==> src/rtl/analyzer_pkg.sv <==
// Shared types and widths for the signal-analyzer control path.
// No logic beyond the judge compare helper; no latency or backpressure of its own.
// Default frame length lives here so top-level instances agree on it.
package analyzer_pkg;

    localparam int unsigned RES_W         = 16;
    localparam int unsigned SMP_W         = 8;
    localparam int unsigned DEF_FRAME_LEN = 1024;

    typedef enum logic [2:0] {
        IDLE,
        CAPTURE,
        FFT_RUN,
        CALC_RUN,
        JUDGE,
        ERROR
    } state_t;

    // Unsigned, inclusive window on frequency and floor on amplitude; an
    // inverted window (fmin > fmax) can never be satisfied.
    function automatic logic judge_pass(
        input logic [RES_W-1:0] freq,
        input logic [RES_W-1:0] amp,
        input logic [RES_W-1:0] fmin,
        input logic [RES_W-1:0] fmax,
        input logic [RES_W-1:0] amin
    );
        return (freq >= fmin) && (freq <= fmax) && (amp >= amin);
    endfunction

endpackage

==> src/rtl/analysis_watchdog.sv <==
// Wait-state watchdog: counts enabled cycles, cleared on request, flags expiry.
// Latency: expired asserts combinationally on the LIMIT-th enabled cycle after clear.
// Backpressure: none; the counter saturates at LIMIT-1 while held enabled.
module analysis_watchdog #(
    parameter int unsigned LIMIT = 65535
) (
    input  logic clk,
    input  logic rst_n,
    input  logic clr,
    input  logic en,
    output logic expired
);

    localparam int unsigned CNT_W = $clog2(LIMIT + 1);

    logic [CNT_W-1:0] cnt_q;
    logic [CNT_W-1:0] cnt_d;
    logic             at_limit;

    assign at_limit = (cnt_q == CNT_W'(LIMIT - 1));
    assign expired  = en && at_limit;

    always_comb begin
        cnt_d = cnt_q;
        if (clr) begin
            cnt_d = '0;
        end else if (en && !at_limit) begin
            cnt_d = cnt_q + 1'b1;
        end
    end

    always_ff @(posedge clk or negedge rst_n) begin
        if (!rst_n) begin
            cnt_q <= '0;
        end else begin
            cnt_q <= cnt_d;
        end
    end

endmodule

==> src/rtl/analysis_sequencer.sv <==
// Analysis run sequencer: capture one ADC frame, start FFT, start calculator, judge limits.
// Latency: buffer writes one cycle after the sample; results at calc_done+1, verdict at +2.
// Backpressure: none, ADC samples outside CAPTURE are dropped; ANALYZER_WATCHDOG_EN bounds the waits.
module analysis_sequencer
    import analyzer_pkg::*;
#(
    parameter int unsigned FRAME_LEN      = DEF_FRAME_LEN,
    parameter int unsigned ADDR_W         = 10,
    parameter int unsigned TIMEOUT_CYCLES = 65535
) (
    input  logic              clk,
    input  logic              rst_n,
    input  logic              adc_valid,
    input  logic [SMP_W-1:0]  adc_data_in,
    input  logic              arm,
    input  logic              continuous,
    output logic              buf_wr_en,
    output logic [ADDR_W-1:0] buf_wr_addr,
    output logic [SMP_W-1:0]  buf_wr_data,
    output logic              fft_start,
    input  logic              fft_done,
    output logic              calc_start,
    input  logic              calc_done,
    input  logic [RES_W-1:0]  calc_freq,
    input  logic [RES_W-1:0]  calc_amp,
    input  logic [RES_W-1:0]  freq_min,
    input  logic [RES_W-1:0]  freq_max,
    input  logic [RES_W-1:0]  amp_min,
    output logic [RES_W-1:0]  measured_frequency,
    output logic [RES_W-1:0]  measured_amplitude,
    output logic              pass_fail_flag,
    output logic              result_valid,
    output logic              busy,
    output logic              timeout_err
);

    localparam logic [ADDR_W-1:0] LAST_ADDR = ADDR_W'(FRAME_LEN - 1);

    state_t             state_q, state_d;
    logic [ADDR_W-1:0]  cnt_q, cnt_d;
    logic               frame_full_q, frame_full_d;
    logic               buf_wr_en_q, buf_wr_en_d;
    logic [ADDR_W-1:0]  buf_wr_addr_q, buf_wr_addr_d;
    logic [SMP_W-1:0]   buf_wr_data_q, buf_wr_data_d;
    logic               fft_start_q, fft_start_d;
    logic               calc_start_q, calc_start_d;
    logic [RES_W-1:0]   meas_freq_q, meas_freq_d;
    logic [RES_W-1:0]   meas_amp_q, meas_amp_d;
    logic               pass_q, pass_d;
    logic               result_valid_q, result_valid_d;

`ifdef ANALYZER_WATCHDOG_EN
    logic timeout_err_q, timeout_err_d;
    logic wd_clr;
    logic wd_en;
    logic wd_expired;

    assign wd_en  = (state_q == FFT_RUN) || (state_q == CALC_RUN);
    assign wd_clr = (state_d != state_q);

    analysis_watchdog #(
        .LIMIT (TIMEOUT_CYCLES)
    ) u_watchdog (
        .clk     (clk),
        .rst_n   (rst_n),
        .clr     (wd_clr),
        .en      (wd_en),
        .expired (wd_expired)
    );

    assign timeout_err = timeout_err_q;
`else
    logic unused_timeout_cfg;
    assign unused_timeout_cfg = ^TIMEOUT_CYCLES;
    assign timeout_err        = 1'b0;
`endif

    always_comb begin
        state_d        = state_q;
        cnt_d          = cnt_q;
        frame_full_d   = frame_full_q;
        buf_wr_en_d    = 1'b0;
        buf_wr_addr_d  = buf_wr_addr_q;
        buf_wr_data_d  = buf_wr_data_q;
        fft_start_d    = 1'b0;
        calc_start_d   = 1'b0;
        meas_freq_d    = meas_freq_q;
        meas_amp_d     = meas_amp_q;
        pass_d         = pass_q;
        result_valid_d = 1'b0;
`ifdef ANALYZER_WATCHDOG_EN
        timeout_err_d  = timeout_err_q;
`endif

        case (state_q)
            IDLE: begin
                if (arm || continuous) begin
                    state_d      = CAPTURE;
                    cnt_d        = '0;
                    frame_full_d = 1'b0;
                end
            end
            CAPTURE: begin
                // Linger one cycle after the last sample so fft_start trails the last write.
                if (frame_full_q) begin
                    state_d      = FFT_RUN;
                    fft_start_d  = 1'b1;
                    frame_full_d = 1'b0;
                end else if (adc_valid) begin
                    buf_wr_en_d   = 1'b1;
                    buf_wr_addr_d = cnt_q;
                    buf_wr_data_d = adc_data_in;
                    cnt_d         = cnt_q + 1'b1;
                    if (cnt_q == LAST_ADDR) begin
                        frame_full_d = 1'b1;
                    end
                end
            end
            FFT_RUN: begin
                // The start-pulse cycle itself never accepts a done.
                if (fft_done && !fft_start_q) begin
                    state_d      = CALC_RUN;
                    calc_start_d = 1'b1;
                end
`ifdef ANALYZER_WATCHDOG_EN
                else if (wd_expired) begin
                    state_d       = ERROR;
                    timeout_err_d = 1'b1;
                end
`endif
            end
            CALC_RUN: begin
                if (calc_done && !calc_start_q) begin
                    state_d     = JUDGE;
                    meas_freq_d = calc_freq;
                    meas_amp_d  = calc_amp;
                end
`ifdef ANALYZER_WATCHDOG_EN
                else if (wd_expired) begin
                    state_d       = ERROR;
                    timeout_err_d = 1'b1;
                end
`endif
            end
            JUDGE: begin
                pass_d         = judge_pass(meas_freq_q, meas_amp_q, freq_min, freq_max, amp_min);
                result_valid_d = 1'b1;
                state_d        = IDLE;
            end
`ifdef ANALYZER_WATCHDOG_EN
            ERROR: begin
                if (arm) begin
                    state_d       = CAPTURE;
                    timeout_err_d = 1'b0;
                    cnt_d         = '0;
                    frame_full_d  = 1'b0;
                end
            end
`endif
            default: begin
                state_d = IDLE;
            end
        endcase
    end

    always_ff @(posedge clk or negedge rst_n) begin
        if (!rst_n) begin
            state_q        <= IDLE;
            cnt_q          <= '0;
            frame_full_q   <= 1'b0;
            buf_wr_en_q    <= 1'b0;
            buf_wr_addr_q  <= '0;
            buf_wr_data_q  <= '0;
            fft_start_q    <= 1'b0;
            calc_start_q   <= 1'b0;
            meas_freq_q    <= '0;
            meas_amp_q     <= '0;
            pass_q         <= 1'b0;
            result_valid_q <= 1'b0;
`ifdef ANALYZER_WATCHDOG_EN
            timeout_err_q  <= 1'b0;
`endif
        end else begin
            state_q        <= state_d;
            cnt_q          <= cnt_d;
            frame_full_q   <= frame_full_d;
            buf_wr_en_q    <= buf_wr_en_d;
            buf_wr_addr_q  <= buf_wr_addr_d;
            buf_wr_data_q  <= buf_wr_data_d;
            fft_start_q    <= fft_start_d;
            calc_start_q   <= calc_start_d;
            meas_freq_q    <= meas_freq_d;
            meas_amp_q     <= meas_amp_d;
            pass_q         <= pass_d;
            result_valid_q <= result_valid_d;
`ifdef ANALYZER_WATCHDOG_EN
            timeout_err_q  <= timeout_err_d;
`endif
        end
    end

    assign buf_wr_en          = buf_wr_en_q;
    assign buf_wr_addr        = buf_wr_addr_q;
    assign buf_wr_data        = buf_wr_data_q;
    assign fft_start          = fft_start_q;
    assign calc_start         = calc_start_q;
    assign measured_frequency = meas_freq_q;
    assign measured_amplitude = meas_amp_q;
    assign pass_fail_flag     = pass_q;
    assign result_valid       = result_valid_q;
    assign busy               = (state_q != IDLE);

endmodule

==> config.mk <==
export PLATFORM = sky130hd
export DESIGN_NAME = analysis_sequencer
export DESIGN_NICKNAME = d
export VERILOG_FILES = /design/src/rtl/analyzer_pkg.sv /design/src/rtl/analysis_watchdog.sv /design/src/rtl/analysis_sequencer.sv
export SDC_FILE = /design/constraint.sdc
export NUM_CORES = 1
export LEC_CHECK = 0
export BUFFER_PORTS_ARGS = -buffer_cell sky130_fd_sc_hd__buf_2
export CAP_MARGIN = 20
export CORE_MARGIN = 5
export CORE_UTILIZATION = 49
export DETAILED_ROUTE_END_ITERATION = 8
export HOLD_SLACK_MARGIN = 0.06
export PLACE_DENSITY = 0.92
export SLEW_MARGIN = 20
export SYNTH_ARGS = -nofsm -noshare
export SYNTH_HDL_FRONTEND = slang
export SYNTH_SLANG_ARGS = --single-unit
==> constraint.sdc <==
create_clock -name clk -period 2.5 [get_ports clk]
set_input_delay 0.25 -clock clk [delete_from_list [all_inputs] [get_ports clk]]
set_output_delay 0.25 -clock clk [all_outputs]
set_load 0.02 [all_outputs]
==> results_dict.tcl, run 1 <==
set metrics [dict create \
    status "completed" \
    final_max_slew_viol_count 0 \
    grt_max_degree 49 \
    post-cts-setup-buffers 0 \
    layout_setup_ws_ns 0.527 \
    num_rows 32 \
    gp_congestion 0.805 \
    worstHoldEndpoint "buf_wr_data[4]" \
    dp_hpwl_um 7970 \
    powerDensity_nw_per_um2 892 \
    syn-instance-count 392 \
    drive_gt1_share_pct 37.6 \
    crit_arrival_ns 2.20 \
    yosysUniqueCellTypes 43 \
    critPathKind "reg -> reg" \
    clockBufferDepth 2 \
    grt_pass1_wl_um 16300 \
    maxCapViolCount 0 \
    via_per_inst 5.13 \
    worst_slew_pin_slew_ns 0.532 \
    cts-root-buf "clkbuf_8" \
    syn_nets 536 \
    hp-class "in -> reg" \
    whs_ns 0.102 \
    startpoint "measured_amplitude[0]" \
    cp_max_fo 2 \
    die-height_um 99.8 \
    num_io_pins 152 \
    worstReg2RegStart "measured_amplitude[0]" \
    min_delay_path_depth 3 \
    drtIter0Drc 61 \
    cts.sinks 69 \
    die_area_um2 9970 \
    grt_pass1_vias 3605 \
    synth.avg_cell_area_um2 10.1 \
    post-place-ws_ns 0.506 \
    cts_tree "yes" \
    syn2layout_area_growth_pct 27.9 \
    yosys_warnings 0 \
    clock_skew_ns 0.00429 \
    final_util_pct 64.8 \
    leakage_nw 2.89 \
    cp-start-kind "register" \
    syn_area_um2 3960 \
    switchingPower_mw 1.67 \
    fin_tns_setup_ns 0 \
    p_int_mw 2.84 \
    synthFlopType "dfrtp_1" \
    cp_slowest_cell "a2111oi_0" \
    p_clk_share_pct 24.7 \
    grt_overflow 0 \
    nets 692 \
    antenna_cells 0 \
    vias 3361 \
    antenna_found_initial 0 \
    initial_core_util_pct 50.7 \
    chipWidth_um 99.8 \
    finalSetupViolations 0 \
    dr.pass1.iters 4 \
    ir_worst_vdd_mv 0.521 \
    yosys-top-cells-area "dfrtp_1 (44%), ha_1 (16%), mux2_2 (8.5%)" \
    fin_crit_sh_pct 78.9 \
    slowest_delay_ns 0.42 \
    p_comb_share_pct 37.9 \
    p_sw_share_pct 37.0 \
    clock.fmax_mhz 507 \
    drt_wl_total_um 9830 \
    numCtsBuffers 9 \
    worst-r2r-setup-slack_ns 0.53 \
    port_buffers 150 \
    track_usage_pct 20.3 \
    synth_top_cell_area_share_pct 43.7 \
    htreeDepth 3 \
    drcViolationCount 0 \
    period_needed_ns 1.97 \
    synth_top_area_cell "dfrtp_1" \
    ant_nets 0 \
    async_flop_share_pct 100 \
    rsz0062_at_grt "no" \
    crit_required_ns 2.72 \
    synth_seq_area_share_pct 43.7 \
    critPathCaptureType "register" \
    synth_enable_flop_cells 0 \
    core_area_um2 7810 \
    ys_ff_latch 69 \
    r2r_end "pass_fail_flag" \
    holdCritStartpoint "adc_data_in[4]" \
    hold_violations 0 \
    slew_headroom_pct 64.5 \
    detail_route.wl_per_cell_um 15.0 \
    clk_latency_ns 0.33 \
    worstPathCellList "inv_1, ha_1, nand2b_1, a2111oi_0, o31ai_1, a211o_1, o2111a_1" \
    clk_pin_slew_ns 0.08 \
    seqPwrFrac_pct 37.4 \
    reg2reg_depth 7 \
]
Yosys cell counts, types with 3 or more instances:
master and count:
a211o_1 3, a21o_1 4, a21oi_1 15, and2_1 3, and3_1 4, buf_2 3, buf_6 6, dfrtp_1 69
ha_1 49, inv_1 49, mux2_2 30, nand2_1 71, nand2b_1 4, nand3_1 5, nand4_1 10, nor2_1 14
o2111ai_1 3, o211ai_1 3, o21a_1 3, o21ai_0 12, xor2_1 5
flip-flops by register name, indices dropped and copies added, names as in the netlist:
name                cells
frame_full_q            1
buf_wr_addr            10
measured_amplitude     16
fft_start               1
result_valid            1
buf_wr_en               1
pass_fail_flag          1
cnt_q                  10
calc_start              1
state_q                 3
buf_wr_data             8
measured_frequency     16
worst max-delay path by stage:
stage | slack (ns) | depth (start not counted) | to
after floorplan | 0.60 | 7 | pass_fail_flag
after global placement | 0.62 | 7 | pass_fail_flag
after detailed placement | 0.51 | 7 | pass_fail_flag
after CTS | 0.49 | 7 | pass_fail_flag
after global routing | 0.30 | 7 | pass_fail_flag
final | 0.53 | 7 | pass_fail_flag
worst max-delay path: cells and delay by family (launching register included):
family                     cells  cell delay (ns)
AOI/OAI and AO/OA              4             1.05
DFF                            1             0.38
buffers and inverters          1             0.07
and+or+nand+nor                1             0.13
adders and majority gates      1             0.22
cells in the final DEF (no fill, tap or decap), drive strengths merged, types with 4 or more instances in the layout:
| cell type | synthesis | final |
|---|---|---|
| ha | 49 | 49 |
| xor2 | 5 | 5 |
| mux2 | 30 | 30 |
| nand2 | 71 | 71 |
| nor2 | 16 | 16 |
| dfrtp | 69 | 69 |
| clkbuf | 0 | 10 |
| nand3 | 5 | 5 |
| nand2b | 4 | 4 |
| a21oi | 15 | 15 |
| a21o | 4 | 4 |
| and3 | 4 | 4 |
| o21ai | 12 | 12 |
| nand4 | 10 | 10 |
| buf | 10 | 154 |
| inv | 50 | 51 |
metal layers:
| metal | track usage [%] | vias up | wire [um] |
|---|---|---|---|
| met2 | 36.2 | 112 | 5060 |
| met4 | 6.20 | 0 | 95 |
| met3 | 4.66 | 12 | 669 |
| met5 | 0 | - | 0 |
| li1 | - | 1647 | - |
| met1 | 24.1 | 1590 | 4010 |
power groups by stage:
stage          clock network (mW)  registers (mW)  logic (mW)
6_report                     1.12            1.69        1.71
5_1_grt                      1.20            1.73        1.91
4_1_cts                      1.14            1.69        1.73
3_5_place_dp                    0            1.71        1.73
3_3_place_gp                    0            1.68        1.62
2_1_floorplan                   0            1.98       0.773
area by class of cell:
type,count,area (um^2)
Tap cell,102,128
Sequential cell,69,1730
Clock buffer,10,138
Timing Repair Buffer,155,816
Clock inverter,6,109
Inverter,50,188
Multi-Input combinational cell,263,1960
Fill cell,610,2750
stage by stage:
step                      power [mW]  area, um^2  std cells
after floorplan                 2.76        3960        392
after global placement          3.30        4800        638
after detailed placement        3.43        4800        638
after CTS                       4.56        5060        655
after global routing            4.84        5060        655
final                           4.51        5060        655
what timing repair did:
item                                   CTS  global route
hold buffers                             1             0
gates resized for setup                  0             0
endpoints found under the hold margin   21             0
kinds of logic after synthesis:
group,count (synthesis),synth area share (%)
other,1,0.0948
buffers and inverters,60,7.02
flip-flops,69,43.7
multiplexers,31,9.11
XOR/XNOR,5,1.11
adder cells (fa/ha/maj),49,15.5
AND/OR/NAND/NOR,123,14.6
AO/OA/AOI/OAI,54,8.89
(Power assumes the default switching activity.)
==> inputs of run 2 (changes only) <==
Clock period 2.5 ns to 1.9 ns, I/O delays scaled along.
==> run 2 against run 1 <==
  * Clock power is 19% higher
  * Final cell count is 2.1% higher
  * Sequential share of layout area is 1.1 points lower
  * Utilization is 2.3 points higher
  * Sequential cell count stayed put
  * First-iteration DRC count is 70% higher
  * Critical path type unchanged
  * Critical endpoint unchanged
  * Largest cell class unchanged
  * Largest power group unchanged
==> results_dict.tcl, run 2 (synthesis gave the netlist of run 1 again) <==
set metrics [dict create \
    htreeDepth 3 \
    clock_skew_ns 0.0136 \
    crit_required_ns 2.16 \
    finalPower_mw 5.99 \
    gp_congestion 0.834 \
    syn2layout_area_growth_pct 32.4 \
    vias 3476 \
    grt_overflow 0 \
    grt_pass1_wl_um 16500 \
    finalSetupViolations 0 \
    via_per_inst 5.20 \
    track_usage_pct 20.6 \
    nets 706 \
    cp-start-kind "register" \
    cts-root-buf "clkbuf_8" \
    fin_crit_sh_pct 99.2 \
    cts.sinks 69 \
    grt_max_degree 48 \
    critPathKind "reg -> reg" \
    num_io_pins 152 \
    final_cell_mix "buf_2 (150), nand2_1 (71), dfrtp_1 (68)" \
    chipWidth_um 99.8 \
    hp-class "in -> reg" \
    clk_latency_ns 0.33 \
    worst_slew_pin_slew_ns 0.556 \
    clock.fmax_mhz 531 \
    maxCapViolCount 0 \
    clockBufferDepth 2 \
    num_rows 32 \
    drcViolationCount 0 \
    die-height_um 99.8 \
    drive_gt1_share_pct 39.5 \
    grt_pass1_vias 3658 \
    drtIter0Drc 104 \
    dr.pass1.iters 4 \
    status "completed" \
    die_area_um2 9970 \
    detail_route.wl_per_cell_um 15.5 \
    placed_cell_area_um2 4830 \
    leakage_nw 2.94 \
    ir_worst_vdd_mv 0.582 \
    dp_hpwl_um 8010 \
    antenna_cells 0 \
    rsz0062_at_grt "yes" \
    initial_core_util_pct 50.7 \
    clk_pin_slew_ns 0.08 \
    final_max_slew_viol_count 0 \
    drt_wl_total_um 10400 \
    port_buffers 150 \
    cts_tree "yes" \
    ant_nets 0 \
    crit_arrival_ns 2.14 \
    period_needed_ns 1.88 \
    slew_headroom_pct 63.0 \
    stdcell_area_um2 5240 \
    core_area_um2 7810 \
    antenna_found_initial 0 \
    hold_violations 0 \
    critPathCaptureType "register" \
    final_common_cell "buf_2" \
    fillers 617 \
    powerDensity_nw_per_um2 1140 \
    cp_max_fo 4 \
    final_util_pct 67.1 \
    numCtsBuffers 9 \
]
-- run 2: where the power goes --
part | switching [mW] | internal [mW]
Sequential | 0.369 | 1.86
Combinational | 1.35 | 1.08
Clock | 0.553 | 0.773
-- run 2: area by class of cell --
cell class              count  area (um^2)  area share, %
multi-input cells         263         2030           38.7
flip-flops and latches     69         1730           33.0
repair buffers            169          941           18.0
inverters                  50          188           3.58
clock buffers              10          138           2.63
well taps                 102          128           2.44
clock inverters             6         86.3           1.65
-- run 2: worst max-delay path, stage by stage, from the launching register on --
cell      delay, ns
dfrtp_1        0.43
ha_1           0.31
nand4_1        0.12
or4_4          0.52
o21a_1         0.19
o31ai_2        0.05
o2111a_1       0.20
-- run 2: metrics by stage --
step	setup TNS [ns]	instances	hold WS, ns	setup slack, ns
CTS	0	666	0.0697	0.000243
global placement	0	641	0.199	0.0262
detailed placement	-0.0347	641	0.212	-0.0347
global route	-0.0634	669	0.0669	-0.0634
finish	0	669	0.0827	0.0156
floorplan	0	392	-0.106	0.0429
-- run 2: path summary, 6_finish.rpt --
check	start	to	slack [ns]	depth (start not counted)
worst max-delay path	measured_frequency[8]	pass_fail_flag	0.02	6
worst min-delay path	calc_amp[0]	measured_amplitude[0]	0.08	3
worst max register to register	measured_frequency[8]	pass_fail_flag	0.02	6
worst min register to register	buf_wr_data[3]	buf_wr_data[3]	0.48	2
max in group asynchronous	rst_n	pass_fail_flag	0.85	3
min in group asynchronous	rst_n	measured_amplitude[1]	0.40	2
-- run 2: layer usage --
layer  up-vias  global-route usage [%]  wire, um
met1      1617                    23.8      3890
met5         -                       0         0
met2       163                    37.0      5320
li1       1672                       -         -
met3        24                    4.86       941
met4         0                    7.14       223
-- run 2: what timing repair did --
action                                  4_1_cts  5_1_grt
hold endpoints to repair                     30        0
pin swaps                                     1        4
gates resized for setup                       2        9
endpoints found under the setup margin        1        1
gates cloned                                  0        0
buffers inserted                              0        3
hold buffers                                  9        0
